===== src/rtl/sprite_fetch_sched.sv =====
`default_nettype none
// +--------------------------------------------------------------------------------------+
// | sprite_fetch_sched: per-scanline sprite row fetch, one ROM shared by hero/monster.    |
// | Optional horizontal mirror via SPRITE_FETCH_MIRROR_EN.  Rev 1.0                       |
// +--------------------------------------------------------------------------------------+
module sprite_fetch_sched #(
   parameter int SPR_W   = 128,
   parameter int SPR_H   = 128,
   parameter int ADDR_W  = 16,
   parameter int DATA_W  = 12,
   parameter int ROM_LAT = 1
) (
   input  logic                      clk,
   input  logic                      reset,
   input  logic                      line_start,
   input  logic [10:0]               next_row,
   input  logic                      en0,
   input  logic                      en1,
   input  logic [10:0]               x0,
   input  logic [10:0]               x1,
   input  logic [10:0]               y0,
   input  logic [10:0]               y1,
   input  logic [ADDR_W-1:0]         base0,
   input  logic [ADDR_W-1:0]         base1,
`ifdef SPRITE_FETCH_MIRROR_EN
   input  logic                      hflip0,
   input  logic                      hflip1,
`endif
   output logic                      rom_en,
   output logic [ADDR_W-1:0]         rom_addr,
   input  logic [DATA_W-1:0]         rom_data,
   output logic                      wr_en,
   output logic                      wr_sel,
   output logic [$clog2(SPR_W)-1:0]  wr_addr,
   output logic [DATA_W-1:0]         wr_data,
   output logic                      hit0,
   output logic                      hit1,
   output logic                      busy,
   output logic                      done,
   output logic                      overrun
);

   localparam int CW = $clog2(SPR_W);

   typedef enum logic [2:0] {
      IDLE    = 3'd0,
      EVAL    = 3'd1,
      FETCH_A = 3'd2,
      FETCH_B = 3'd3,
      DRAIN   = 3'd4,
      DONE    = 3'd5
   } state_t;

   state_t            state;
   logic [CW-1:0]     col;
   logic [1:0]        drain_cnt;
   logic              prio;
   logic              cur_sel;
   logic              second_pend;
   logic [11:0]       dy0_r, dy1_r;
   logic [ADDR_W-1:0] base_r;

   logic [ROM_LAT-1:0] tag_v;
   logic [ROM_LAT-1:0] tag_s;
   logic [CW-1:0]      tag_c [ROM_LAT];

   // x positions only matter to the line-buffer reader
   logic unused_x;
   assign unused_x = ^{x0, x1};

   logic [11:0] dy0, dy1;
   logic        h0, h1, hp, ho, first_sel, any_hit, both_hit;
   assign dy0 = {1'b0, next_row} - {1'b0, y0};
   assign dy1 = {1'b0, next_row} - {1'b0, y1};
   assign h0  = en0 && (next_row >= y0) && (dy0 < 12'(SPR_H));
   assign h1  = en1 && (next_row >= y1) && (dy1 < 12'(SPR_H));
   assign hp  = prio ? h1 : h0;
   assign ho  = prio ? h0 : h1;
   assign first_sel = hp ? prio : ~prio;
   assign any_hit   = hp | ho;
   assign both_hit  = hp & ho;

   logic fetching, abort, last_col;
   assign fetching = (state == FETCH_A) || (state == FETCH_B);
   assign abort    = line_start && (state != IDLE);
   assign last_col = &col;

   logic [CW-1:0] col_rom;
   logic [11:0]   dy_cur;
   assign dy_cur = cur_sel ? dy1_r : dy0_r;
`ifdef SPRITE_FETCH_MIRROR_EN
   logic flip0_r, flip1_r;
   assign col_rom = (cur_sel ? flip1_r : flip0_r) ? ~col : col;
`else
   assign col_rom = col;
`endif

   assign rom_en   = fetching;
   assign rom_addr = fetching ? (base_r + ADDR_W'({dy_cur, {CW{1'b0}}}) + ADDR_W'(col_rom))
                              : '0;
   assign busy     = (state != IDLE);
   assign done     = (state == DONE);

   always_ff @(posedge clk or posedge reset) begin
      if (reset) begin
         state       <= IDLE;
         col         <= '0;
         drain_cnt   <= '0;
         prio        <= 1'b0;
         cur_sel     <= 1'b0;
         second_pend <= 1'b0;
         dy0_r       <= '0;
         dy1_r       <= '0;
         base_r      <= '0;
         hit0        <= 1'b0;
         hit1        <= 1'b0;
         overrun     <= 1'b0;
`ifdef SPRITE_FETCH_MIRROR_EN
         flip0_r     <= 1'b0;
         flip1_r     <= 1'b0;
`endif
      end else if (abort) begin
         overrun <= 1'b1;
         state   <= EVAL;
         if (state == DONE)
            prio <= ~prio;
      end else begin
         case (state)
            IDLE: begin
               if (line_start)
                  state <= EVAL;
            end
            EVAL: begin
               hit0        <= h0;
               hit1        <= h1;
               dy0_r       <= dy0;
               dy1_r       <= dy1;
`ifdef SPRITE_FETCH_MIRROR_EN
               flip0_r     <= hflip0;
               flip1_r     <= hflip1;
`endif
               col         <= '0;
               drain_cnt   <= '0;
               cur_sel     <= first_sel;
               second_pend <= both_hit;
               base_r      <= first_sel ? base1 : base0;
               // a miss line still passes through DRAIN so latency stays 2+n*SPR_W+ROM_LAT
               state       <= any_hit ? FETCH_A : DRAIN;
            end
            FETCH_A: begin
               col <= col + 1'b1;
               if (last_col) begin
                  if (second_pend) begin
                     state   <= FETCH_B;
                     cur_sel <= ~cur_sel;
                     base_r  <= cur_sel ? base0 : base1;
                  end else begin
                     state <= DRAIN;
                  end
               end
            end
            FETCH_B: begin
               col <= col + 1'b1;
               if (last_col)
                  state <= DRAIN;
            end
            DRAIN: begin
               if (drain_cnt == 2'(ROM_LAT - 1))
                  state <= DONE;
               else
                  drain_cnt <= drain_cnt + 1'b1;
            end
            DONE: begin
               prio  <= ~prio;
               state <= IDLE;
            end
            default: state <= IDLE;
         endcase
      end
   end

   // write tags travel alongside the ROM read; an abort kills every stage
   always_ff @(posedge clk or posedge reset) begin
      if (reset) begin
         tag_v <= '0;
         tag_s <= '0;
         for (int i = 0; i < ROM_LAT; i++)
            tag_c[i] <= '0;
      end else begin
         tag_v[0] <= fetching && !abort;
         tag_s[0] <= cur_sel;
         tag_c[0] <= col;
         for (int i = 1; i < ROM_LAT; i++) begin
            tag_v[i] <= tag_v[i-1] && !abort;
            tag_s[i] <= tag_s[i-1];
            tag_c[i] <= tag_c[i-1];
         end
      end
   end

   assign wr_en   = tag_v[ROM_LAT-1];
   assign wr_sel  = tag_s[ROM_LAT-1];
   assign wr_addr = tag_c[ROM_LAT-1];
   assign wr_data = wr_en ? rom_data : '0;

endmodule
`default_nettype wire

===== config.mk =====
export PLATFORM = sky130hd
export DESIGN_NAME = sprite_fetch_sched
export DESIGN_NICKNAME = d
export VERILOG_FILES = /design/src/rtl/sprite_fetch_sched.sv
export SDC_FILE = /design/constraint.sdc
export NUM_CORES = 1
export LEC_CHECK = 0
export ABC_AREA = 0
export CAP_MARGIN = 20
export CORE_MARGIN = 5
export CORE_UTILIZATION = 41
export DETAILED_ROUTE_END_ITERATION = 6
export MAX_ROUTING_LAYER = met4
export PLACE_DENSITY = 0.72
export SETUP_SLACK_MARGIN = 0.1
export SLEW_MARGIN = 20
export SYNTH_ARGS = -nofsm -noshare
export SYNTH_HDL_FRONTEND = slang
export SYNTH_SLANG_ARGS = --single-unit

===== constraint.sdc =====
create_clock -name clk -period 3.26 [get_ports clk]
set_input_delay 0.326 -clock clk [delete_from_list [all_inputs] [get_ports clk]]
set_output_delay 0.326 -clock clk [all_outputs]
set_load 0.05 [all_outputs]

==> results of run 1 <==
[registers in the layout, summed over array words and instances, names as in the netlist, 2 cells and up]
signal and flops:
base_r 16, dy1_r 9, wr_addr 7, drain_cnt 2, state 3, dy0_r 9, col 7
[cell families (layout without fill, tap and decap cells)]
kind of cell | Yosys count | after routing | share of synthesized area [%]
AND/OR/NAND/NOR | 220 | 220 | 21.1
AO/OA/AOI/OAI | 147 | 147 | 17.9
multiplexers | 69 | 69 | 13.0
buffers and inverters | 63 | 197 | 5.04
flip-flops | 61 | 61 | 28.2
adder cells (fa/ha/maj) | 42 | 42 | 10.1
XOR/XNOR | 29 | 29 | 4.70
[cell type report]
cell class | count | area [µm²]
well taps | 176 | 220
repair buffers | 147 | 1530
inverters | 34 | 128
multi-input cells | 507 | 3720
clock inverters | 4 | 47.5
fillers | 1127 | 5660
clock buffers | 12 | 246
flip-flops and latches | 61 | 1530
[power groups by stage]
stage / Combinational (mW) / Sequential [mW] / Clock, mW
2_1_floorplan: 1.36 / 1.07 / 0
3_3_place_gp: 1.70 / 1.19 / 0
3_5_place_dp: 1.75 / 1.20 / 0
4_1_cts: 1.81 / 1.20 / 0.960
5_1_grt: 2.14 / 1.18 / 0.999
6_report: 1.93 / 1.16 / 0.949
[layer usage]
metal / routed length [µm] / vias to the layer above / global-route usage [%]
met5: 0 / - / -
met4: 325 / 0 / 5.93
met3: 720 / 29 / 2.87
met2: 7480 / 169 / 33.7
met1: 6770 / 2434 / 25.2
li1: - / 2523 / -
[repair_timing]
item | CTS | global route
buffers inserted | 1 | 2
endpoints found under the hold margin | 0 | 0
hold buffers | 0 | 0
resized for setup | 7 | 17
pin swaps | 5 | 7
endpoints found under the setup margin | 3 | 17
[cell usage in the layout (no fill, tap or decap), drive strengths merged, types with 3 or more instances in the layout]
cell           synthesis  final
xnor2                 13     13
a311oi                12     12
a21oi                 24     24
a31oi                  6      6
clkdlybuf4s50          0    112
nor2b                  5      5
mux2                   9      9
nand2                 77     77
inv                   34     34
a22o                   3      3
buf                   10     34
o21bai                 3      3
xor2                  16     16
fa                     3      3
a21o                   8      8
nor4                   3      3
mux2i                 60     60
a211oi                 8      8
nand3b                26     26
and2                  17     17
o21a                   7      7
nand3                  8      8
or2                    3      3
nor3                  11     11
clkbuf                19     12
o21ai                 55     55
dfrtp                 61     61
nand4                  3      3
o211ai                 3      3
a2111oi                5      5
ha                    39     39
nand2b                10     10
nor2                  48     48
or3                    5      5
[critical path, delay by kind of cell, from the launching register on]
kind            cells  cell delay (ns)
compound gates      5             0.86
flops               1             0.44
buf+inv             1             0.17
mux                 1             0.37
fa+ha+maj           1             0.31
simple gates        2             0.28
[path summary, 6_finish.rpt]
path	slack [ns]	end	startpoint
worst max-delay path	0.17	rom_addr[13]	cur_sel
worst min-delay path	0.37	hit1	reset
worst max register to register	0.67	base_r[15]	col[0]
worst min register to register	0.46	wr_addr[5]	col[5]
max in group asynchronous	2.43	col[1]	reset
min in group clk	0.46	wr_addr[5]	col[5]
==> results.py, run 1 <==
metrics = {
    "outcome": {
        "status": "complete, no violations",
    },
    "yosys": {
        "synth_top_area_share_pct": 28.2,
        "number_of_flops_mapped_to_enable_cells_by_yosys": 0,
        "synth_cells": 631,
        "ys_types": 60,
        "synth_common_cells": "75 x nand2_1, 61 x dfrtp_1, 60 x mux2i_1",
        "synthesis.yosys.warnings": 0,
        "synth-seq-cells": 61,
        "async_reset_ff_share_pct": 100,
        "sequential_cell_area_fraction_in_the_yosys_report_pct": 28.2,
        "syn_area_per_cell_um2": 8.57,
        "syn-num-nets": 777,
        "yosysTopAreaCell": "dfrtp_1",
        "synth.cell_area_mm2": 0.00541,
        "synth_top_cells_by_area": "dfrtp_1 28%, mux2i_1 11%, ha_1 9.0%",
        "yosysMostFrequentCell": "nand2_1",
        "dominantRegCellSynth": "dfrtp_1",
    },
    "pwr": {
        "switching_share_of_power_pct": 39.3,
        "intPower_mw": 2.45,
        "leakage_power_nw": 3.25,
        "post-layout-total-power_mw": 4.04,
        "switchingPower_mw": 1.59,
        "ir_drop_worst_case_vdd_mv": 0.313,
        "power.density_cell_area_mw_per_mm2": 544,
        "power.share.combinational_pct": 47.8,
        "p_seq_share_pct": 28.7,
        "clock_power_share_pct": 23.5,
    },
    "timing": {
        "fin_setup_tns_ns": 0,
        "final-max-slew-violation-count": 0,
        "finalHoldWorstSlack_ns": 0.368,
        "setup_repair_after_global_routing_missed_its_margin": "yes",
        "fmax_ghz": 0.323,
        "timing.final.hold_violations": 0,
        "setup_viol_count_final": 0,
        "relSlewSlack_pct": 35.9,
        "worst_slack_ns": 0.168,
        "period_share_pct": 94.8,
        "tightestPinTransition_ns": 0.958,
        "period_minus_slack_ns": 3.09,
        "final_worst_clock_skew_ns": 0.0124,
    },
    "layout": {
        "layout.core_utilization_pct": 56.8,
        "diodes": 0,
        "area_growth_pct": 37.3,
        "stdcell_count": 941,
        "nNetsFinal": 906,
        "final_cell_area_mm2": 0.00743,
        "post_route_cells_drive_above_1_share_pct": 12.2,
    },
    "worst_hold_path": {
        "hold_class": "in -> async",
    },
    "setup_path": {
        "cp_slowest_cell": "dfrtp_2",
        "cp-end-kind": "output pin",
        "crit_path_max_incr_delay_ns": 0.44,
        "timing_worst_setup_path_type": "reg -> out",
        "cp_data_arrival_time_ns": 2.77,
        "rr_worst_depth": 11,
        "cell_occurring_most_often_along_the_worst_timing_path": "o21a_1",
        "critPathLaunchType": "register",
        "critical_path_peak_fanout": 4,
        "critical_path.cell_chain": "mux2_2, ha_1, o21a_1, o211ai_1, nand2_1, a41o_1, o21a_1, o21a_1, nor3_4, buf_12",
        "worstPathRequired_ns": 2.93,
    },
    "route": {
        "num_vias": 5155,
        "drcViolationCount": 0,
        "route.detailed.wl_per_inst_um": 16.3,
        "totalWireLength_um": 15300,
        "vias_per_cell": 5.48,
        "drtIter0Drc": 389,
        "postRouteAntennaNets": 0,
        "drt_pre_antenna_iters": 5,
    },
    "global_routing": {
        "grt_pass1_wl_um": 25700,
        "remaining_global_route_overflow": 0,
        "gr-usage-all-layers_pct": 20.0,
        "pin_count_of_the_biggest_net_entering_global_routing": 40,
        "antenna_found_initial": 0,
        "number_of_global_route_vias_before_repair": 5266,
    },
    "clock_network": {
        "cts_tree": "built",
        "clk_pin_slew_worst_paths_ns": 0.06,
        "clkSinkCount": 61,
        "cts-buffers-inserted": 9,
        "clkLatencyLatePin_ns": 0.33,
        "clock-root-buffer": "clkbuf_16",
        "cts.path.max_buffers": 2,
        "cts-htree-levels": 3,
    },
    "floorplanning": {
        "fp.dieH_um": 125,
        "floorplan.core_area_mm2": 0.0131,
        "die_width_um": 125,
        "floorplan.initialDensity_pct": 41.3,
        "core.rowCount": 42,
        "boundaryPins": 147,
        "die_area_mm2": 0.0156,
    },
    "placement": {
        "dp_hpwl_um": 11700,
        "preCtsSetupSlack_ns": -0.0696,
        "place.port_buffers": 124,
        "gpl.final_weighted_congestion": 0.915,
        "placed_area_mm2": 0.00699,
        "dpl.cell_count": 921,
    },
    "job": {
        "max-cap-violations": 0,
    },
}
(Power assumes the default switching activity.)
==> run 2: changes to the inputs <==
--- a/config.mk
+++ b/config.mk
@@ -8,10 +8,11 @@
 export ABC_AREA = 0
 export CAP_MARGIN = 20
 export CORE_MARGIN = 5
-export CORE_UTILIZATION = 41
+export CORE_UTILIZATION = 45
 export DETAILED_ROUTE_END_ITERATION = 6
+export GPL_TIMING_DRIVEN = 0
 export MAX_ROUTING_LAYER = met4
-export PLACE_DENSITY = 0.72
+export PLACE_DENSITY = 0.78
 export SETUP_SLACK_MARGIN = 0.1
 export SLEW_MARGIN = 20
 export SYNTH_ARGS = -nofsm -noshare
==> run 2 against run 1 <==
Critical path type unchanged. Clock power increased by 11%. Critical path depth unchanged. Cell area increased by 0.51%. Core utilization increased by 5.9 points. Count of clock-buffer cells in the layout unchanged. Maximum frequency decreased by 3.1%. Non-clock buffer count increased by 24. Sequential cell count unchanged.
==> results.py, run 2 (synthesized netlist as in run 1, its figures left out) <==
metrics = {
    "placement": {
        "gpl.final_weighted_congestion": 0.908,
        "place.port_buffers": 124,
        "placed_area_mm2": 0.00689,
        "dp_hpwl_um": 12400,
    },
    "route": {
        "vias_per_cell": 5.78,
        "num_vias": 5406,
        "drt_pre_antenna_iters": 5,
        "drcViolationCount": 0,
        "totalWireLength_um": 16400,
        "drtIter0Drc": 430,
        "postRouteAntennaNets": 0,
        "route.detailed.wl_per_inst_um": 17.5,
    },
    "setup_path": {
        "cp_slowest_cell": "dfrtp_1",
        "worstPathRequired_ns": 2.93,
        "cp-end-kind": "output pin",
        "crit_path_max_incr_delay_ns": 0.45,
        "critPathLaunchType": "register",
        "critical_path_cell_count": 10,
        "rr_worst_depth": 11,
        "timing_worst_setup_path_type": "reg -> out",
        "critical_path_peak_fanout": 4,
        "critical_path_buf_inv_count": 1,
        "cp_data_arrival_time_ns": 2.87,
        "worst_path_dominant_cell_family": "compound AO/OA/AOI/OAI gates",
        "critical_path.cell_chain": "ha_1, nand3_1, o211ai_1, o211ai_1, nand2_1, a41o_1, o21a_1, o21a_1, nor3_4, buf_6",
    },
    "global_routing": {
        "gr-usage-all-layers_pct": 23.5,
        "remaining_global_route_overflow": 0,
        "number_of_global_route_vias_before_repair": 5605,
        "grt_pass1_wl_um": 27000,
        "antenna_found_initial": 0,
        "pin_count_of_the_biggest_net_entering_global_routing": 53,
    },
    "layout": {
        "layout.cells.most_common_list": "114 x clkdlybuf4s50_1, 75 x nand2_1, 60 x mux2i_1, 60 x dfrtp_1, 45 x o21ai_0",
        "largest_register_ff_count": 16,
        "final_cell_area_mm2": 0.00746,
        "post_route_cells_drive_above_1_share_pct": 12.5,
        "mostFrequentLayoutCell": "clkdlybuf4s50_1",
        "nNetsFinal": 930,
        "regMostFlops": "base_r",
        "reg.largest.list": "base_r (16), dy0_r (9), dy1_r (9)",
        "fill_count": 1004,
        "diodes": 0,
        "area_growth_pct": 38.0,
        "layout.core_utilization_pct": 62.7,
    },
    "clock_network": {
        "cts-htree-levels": 3,
        "cts.path.max_buffers": 2,
        "clk_pin_slew_worst_paths_ns": 0.06,
        "clock-root-buffer": "clkbuf_16",
        "clkSinkCount": 61,
        "cts_tree": "built",
        "cts-buffers-inserted": 9,
        "clkLatencyLatePin_ns": 0.33,
    },
    "floorplanning": {
        "die_area_mm2": 0.0143,
        "floorplan.core_area_mm2": 0.0119,
        "floorplan.initialDensity_pct": 45.4,
        "die_width_um": 120,
        "core.rowCount": 40,
        "fp.dieH_um": 120,
        "boundaryPins": 147,
    },
    "pwr": {
        "clock_power_share_pct": 24.2,
        "leakage_power_nw": 3.33,
        "ir_drop_worst_case_vdd_mv": 0.349,
        "power.density_cell_area_mw_per_mm2": 580,
        "power.share.combinational_pct": 49.5,
        "switching_share_of_power_pct": 39.2,
        "p_seq_share_pct": 26.3,
        "switchingPower_mw": 1.70,
        "intPower_mw": 2.63,
    },
    "job": {
        "max-cap-violations": 0,
    },
    "timing": {
        "fmax_ghz": 0.313,
        "setup_repair_after_global_routing_missed_its_margin": "yes",
        "setup_viol_count_final": 0,
        "relSlewSlack_pct": 47.6,
        "timing.final.hold_violations": 0,
        "final-max-slew-violation-count": 0,
        "period_minus_slack_ns": 3.19,
        "period_share_pct": 97.9,
        "tightestPinTransition_ns": 0.786,
        "final_worst_clock_skew_ns": 0.00748,
        "fin_setup_tns_ns": 0,
    },
    "outcome": {
        "status": "complete, no violations",
    },
    "worst_hold_path": {
        "hold_class": "in -> async",
    },
}
==> run 2: layout make-up <==
cell class | count | area (µm²) | area share (%)
buffer | 28 | 156 | 2.10
clock buffer | 12 | 256 | 3.44
clock inverter | 4 | 70.1 | 0.939
inverter | 34 | 130 | 1.74
multi-input combinational | 507 | 3750 | 50.2
sequential | 61 | 1530 | 20.5
tap | 147 | 184 | 2.46
timing repair buffer | 143 | 1390 | 18.7
==> run 2: timing repair <==
item                       4_1_cts  5_1_grt
hold buffers                     0        0
buffers inserted                 5       13
resized for setup               51       21
pin swaps                        7       11
setup endpoints to repair       16       25
==> run 2: worst paths after layout <==
kind,from,endpoint,slack (ns)
setup / recovery,base_r[3],rom_addr[13],0.07
hold / removal,reset,wr_addr[6],0.26
setup reg to reg,col[0],base_r[5],0.58
hold reg to reg,overrun,overrun,0.46
max in group asynchronous,reset,col[1],2.52
min in group clk,overrun,overrun,0.46
==> run 2: power by group through the flow <==
stage               Sequential, mW  Clock, mW  Combinational, mW
finish                        1.14       1.05               2.14
global route                  1.15       1.09               2.33
CTS                           1.13       1.05               2.01
detailed placement            1.13          0               1.85
global placement              1.12          0               1.78
floorplan                     1.07          0               1.36
==> run 2: worst reg2reg max path, delay by kind of cell, from the launching register on <==
kind	cells	cell delay, ns
and+or+nand+nor	6	0.90
adders and majority gates	1	0.20
AOI/OAI and AO/OA	2	0.48
DFF	1	0.38
buffers and inverters	2	0.62
==> run 2: layer usage <==
layer / GRT usage, % / share of wire [%]
met2: 40.4 / 49
met3: 3.06 / 5.3
met1: 28.0 / 42
met4: 9.16 / 3.5
met5: - / 0
==> run 2: stage by stage <==
stage	hold slack (ns)	total power, mW	worst slack (ns)	cells
3_5_place_dp	0.385	2.98	-0.717	903
6_report	0.257	4.33	0.0679	936
5_1_grt	0.285	4.58	-0.000398	936
4_1_cts	0.259	4.18	-0.0251	924
3_3_place_gp	0.381	2.91	-0.707	902
2_1_floorplan	0.352	2.43	0.116	631
